===== src/rtl/prog_feeder.sv =====
// prog_feeder: program/operand byte source feeding the processor Din bus.
// A host loads bytes into a small RAM and then starts a run. During the run one
// byte is presented at a time, and pc advances on each consume pulse.
//
// Ports:
//   clk, reset              clock and asynchronous active-high reset
//   load_we/addr/data       host write port into program RAM (ignored in RUN)
//   start, abort            run control pulses (abort has top priority)
//   consume                 processor has latched the current dout byte
//   dout, valid, pc         presented byte, its live flag, and its address
//   done, busy              run complete / run in progress
module prog_feeder #(
   parameter int unsigned AW = 4,
   parameter int unsigned DW = 8
) (
   input  logic          clk,
   input  logic          reset,
   input  logic          load_we,
   input  logic [AW-1:0] load_addr,
   input  logic [DW-1:0] load_data,
   input  logic          start,
   input  logic          abort,
   input  logic          consume,
   output logic [DW-1:0] dout,
   output logic          valid,
   output logic [AW-1:0] pc,
   output logic          done,
   output logic          busy
);

   typedef enum logic [1:0] {
      S_IDLE,
      S_RUN,
      S_DONE
   } state_e;

   state_e        state_q;
   logic [AW-1:0] pc_q;
   logic [AW:0]   len_q;
   logic          valid_q;
   logic          done_q;
   logic          busy_q;

   logic [DW-1:0] mem_q [2**AW];

   logic          wr_en;
   logic [AW:0]   len_d;
   logic [AW-1:0] pc_d;
   logic          last_byte;

   always_comb begin
      wr_en     = load_we && (state_q != S_RUN);
      len_d     = {1'b0, load_addr} + {{AW{1'b0}}, 1'b1};
      pc_d      = pc_q + {{(AW-1){1'b0}}, 1'b1};
      // len is at least 1 whenever RUN is entered, so len-1 never underflows here
      last_byte = ({1'b0, pc_q} == (len_q - {{AW{1'b0}}, 1'b1}));
   end

   // Program RAM has no reset; contents survive reset and abort.
   always_ff @(posedge clk) begin
      if (wr_en) begin
         mem_q[load_addr] <= load_data;
      end
   end

   always_ff @(posedge clk or posedge reset) begin
      if (reset) begin
         state_q <= S_IDLE;
         pc_q    <= '0;
         len_q   <= '0;
         valid_q <= 1'b0;
         done_q  <= 1'b0;
         busy_q  <= 1'b0;
      end else begin
         // Length tracks the most recent accepted write, independent of abort.
         if (wr_en) begin
            len_q <= len_d;
         end
         if (abort) begin
            state_q <= S_IDLE;
            pc_q    <= '0;
            valid_q <= 1'b0;
            done_q  <= 1'b0;
            busy_q  <= 1'b0;
         end else begin
            case (state_q)
               S_IDLE, S_DONE: begin
                  // A write in the same cycle as start wins; start is dropped.
                  if (!load_we && start && (len_q != '0)) begin
                     state_q <= S_RUN;
                     pc_q    <= '0;
                     valid_q <= 1'b1;
                     done_q  <= 1'b0;
                     busy_q  <= 1'b1;
                  end
               end
               S_RUN: begin
                  if (consume) begin
                     if (last_byte) begin
                        state_q <= S_DONE;
                        valid_q <= 1'b0;
                        done_q  <= 1'b1;
                        busy_q  <= 1'b0;
                     end else begin
                        pc_q <= pc_d;
                     end
                  end
               end
               default: begin
                  state_q <= S_IDLE;
                  pc_q    <= '0;
                  valid_q <= 1'b0;
                  done_q  <= 1'b0;
                  busy_q  <= 1'b0;
               end
            endcase
         end
      end
   end

   assign dout  = valid_q ? mem_q[pc_q] : '0;
   assign valid = valid_q;
   assign pc    = pc_q;
   assign done  = done_q;
   assign busy  = busy_q;

endmodule


===== config.mk =====
export PLATFORM = sky130hd
export DESIGN_NAME = prog_feeder
export DESIGN_NICKNAME = d
export VERILOG_FILES = /design/src/rtl/prog_feeder.sv
export SDC_FILE = /design/constraint.sdc
export NUM_CORES = 1
export LEC_CHECK = 0
export CORE_MARGIN = 3
export CORE_UTILIZATION = 53
export DETAILED_ROUTE_END_ITERATION = 12
export PLACE_DENSITY = 0.86
export SYNTH_ARGS = -nofsm -noshare
export SYNTH_HDL_FRONTEND = slang
export SYNTH_SLANG_ARGS = --single-unit

===== constraint.sdc =====
create_clock -name clk -period 2.1 [get_ports clk]
set_input_delay 0.42 -clock clk [delete_from_list [all_inputs] [get_ports clk]]
set_output_delay 0.42 -clock clk [all_outputs]
set_load 0.03 [all_outputs]

==> results_dict.tcl <==
set metrics [dict create \
    status "finished with violations" \
    violations "setup timing" \
    via_count 3231 \
    finalWorstSetupSlack_ps -865 \
    drive_gt1_share_pct 39.5 \
    dpl.hpwl_um 8440 \
    r2r_cells 9 \
    synth_cells 294 \
    dpl_cell_area_um2 6590 \
    place.port_buffers 32 \
    drtIter0Drc 335 \
    fin_cells 533 \
    dr.pass1.iters 5 \
    startpoint "pc[0]" \
    slew_violations 0 \
    max_slew_margin_pct 56.5 \
    end_kind "primary output" \
    share_seq_of_total_power_pct 40.0 \
    grtUsageMet2_pct 44.5 \
    ys_seq_area_share_pct 72.1 \
    fmax_mhz 337 \
    critPathRequiredTime_ps 1680 \
    slowest_stage "mux4_2" \
    use_met1_pct 29.7 \
    worst_pin_slew_ps 650 \
    r2r_slack_ps -20 \
    routedWlPerCell_um 25.9 \
    worst_skew_pair.late_latency_ps 520 \
    io_pins 33 \
    die_x_um 110 \
    synth_edf_count 128 \
    cts_buffers 17 \
    rows 37 \
    period_needed_ps 2960 \
    h-tree-depth 4 \
    hold_slack_ps 229 \
    antenna_left 0 \
    swShare_pct 25.9 \
    clkTransAtPathRegs_ps 60 \
    avgSynthCellArea_um2 19.5 \
    power_density_nw_per_um2 1120 \
    grt_antenna_before_repair 0 \
    yosysWarnings 0 \
    grt_use_met3_pct 5.42 \
    worstPathArrival_ps 2540 \
    root_buffer "clkbuf_8" \
    internal-power_mw 6.12 \
    diodes 0 \
    crit_family "multiplexers" \
    critical_path.max_stage_delay_ps 530 \
    via_per_inst 6.06 \
    synth.distinct_cells 40 \
    worstPathCellList "buf_12, buf_12, mux4_2, mux4_2, and2_4, buf_6" \
    p_clk_share_pct 39.3 \
    final_area_um2 7350 \
    syn_nets 318 \
    gp_congestion 0.822 \
    r2r_start "pc[0]" \
    setup_viol_count_final 10 \
    grt_usage_pct 25.0 \
    hold_buffers 0 \
    grt_pass1_wl_um 20700 \
    power_mw 8.25 \
    max_cap_violations 0 \
    synth_area_um2 5750 \
    r2r-end "pc[2]" \
    grt_max_degree 21 \
    final_nets 408 \
    ys.flop_type "edfxtp_1" \
    post-route-period-util_pct 141 \
    ys_ff_latch 140 \
    top_usage_layer "met2" \
    drcViolationCount 0 \
    ir_drop_mv 0.647 \
    cts_tree "built" \
    start_kind "flop" \
    synthArstFlopShare_pct 8.57 \
    p_switching_mw 2.13 \
    area_growth_pct 27.9 \
    crit_type "flop to primary output" \
    critical_path.max_fanout 5 \
    core_area_um2 10400 \
    design.die.area_um2 12100 \
    grt-ovfl-total 0 \
    post-route-util_pct 70.5 \
    cp_num_buf_inv 3 \
    start_util_pct 55.2 \
    cts_buffer_depth 2 \
    hold_class "input pin to asynchronous set/reset pin" \
    finalSetupTns_ps -6530 \
    pre_cts_ws_ps -730 \
    first_global_vias 3419 \
    finalClockSkew_ps 5.38 \
    power_frac_comb_pct 20.7 \
    placedCellCount 497 \
    dieHeight_um 110 \
    cts_sinks 140 \
    leakagePower_nw 2.57 \
    grt_setup_unrepaired "true" \
    hold_viol_final 0 \
    routed_wl_um 13800 \
]
==> state kept, by name (all words and copies together), names as in the netlist <==
name	cells
mem_q	128
len_q	5
pc	4
busy	1
done	1
state_q	1
==> worst register-to-register path: cells and delay by family (launching register included) <==
family | cells | cell delay (ps)
AOI/OAI and AO/OA | 2 | 340
xor gates and xnor gates | 1 | 140
buffers and inverters | 4 | 670
DFF | 1 | 450
and+or+nand+nor | 2 | 450
==> power groups by stage <==
stage	sequential [mW]	clock (mW)	combinational, mW
floorplan	3.35	0	1.01
detailed placement	3.36	0	1.49
global route	3.32	3.40	1.82
global placement	3.34	0	1.44
CTS	3.30	3.26	1.71
finish	3.30	3.24	1.71
==> repair_timing <==
action                     CTS  global route
hold endpoints to repair     0             0
setup endpoints to repair   17            18
resized for setup           66            11
gates cloned                 1             0
buffers inserted             5             0
pin swaps                    1             3
==> worst max-delay path by stage <==
stage                    to  slack [ps]  cells after the start
floorplan           dout[0]        -260                      5
global placement    dout[7]        -690                      5
detailed placement  dout[6]        -730                      5
CTS                 dout[5]        -840                      6
global route        dout[6]        -890                      6
finish              dout[1]        -860                      6
==> per-layer routing <==
metal	up-vias	routed length (µm)	part of all wire (%)
li1	1374	-	-
met1	1671	4770	35
met2	155	7710	56
met3	31	890	6.5
met4	0	414	3.0
met5	-	0	0
==> placed cells by master (no fill, tap or decap), types with 2 or more instances in the layout <==
cell and instances:
bufinv_16 5, clkbuf_16 16, clkinv_4 4, clkdlybuf4s50_1 18, inv_1 5, dfrtp_2 2
o21ai_1 2, dfrtp_1 10, buf_6 11, xnor2_1 4, a31o_2 2, ha_1 5
clkinvlp_4 2, nand2b_1 4, buf_12 6, mux4_2 40, and2_4 8, o21ai_0 6
inv_6 4, buf_4 45, nand2_1 13, nor2_1 16, inv_2 2, edfxtp_1 128
nor3_1 6, nand4_1 3, dlygate4sd2_1 4
==> cells by family (layout without fill, tap and decap cells) <==
logic type	after synthesis	after routing	share of synthesized area (%)
compound gates	18	18	2.18
xor+xnor	7	7	1.07
fa+ha+maj	6	6	1.31
buf+inv	20	123	1.92
flops	140	140	72.1
mux	41	41	15.9
simple gates	62	62	5.53
==> Yosys cell counts, drive strengths merged (2+ instances only) <==
master / count / area [µm²]
inv: 7 / 26.3
dfrtp: 12 / 300
nand2: 13 / 48.8
nor3: 7 / 35.0
xor2: 2 / 17.5
clkbuf: 7 / 26.3
ha: 6 / 75.1
edfxtp: 128 / 3840
mux4: 40 / 901
xnor2: 5 / 43.8
buf: 6 / 57.6
nand2b: 5 / 31.3
o21ai: 8 / 40.0
nand4: 3 / 18.8
a31o: 2 / 17.5
nor2: 16 / 60.1
and2: 9 / 56.3
==> final cells by class <==
cell class,count,area [µm²]
inverters,7,26.3
well taps,136,170
repair buffers,84,797
clock inverters,15,235
clock buffers,17,414
flip-flops and latches,140,4150
fillers,591,3070
multi-input cells,134,1560
Power figures use the tool's default switching activity.
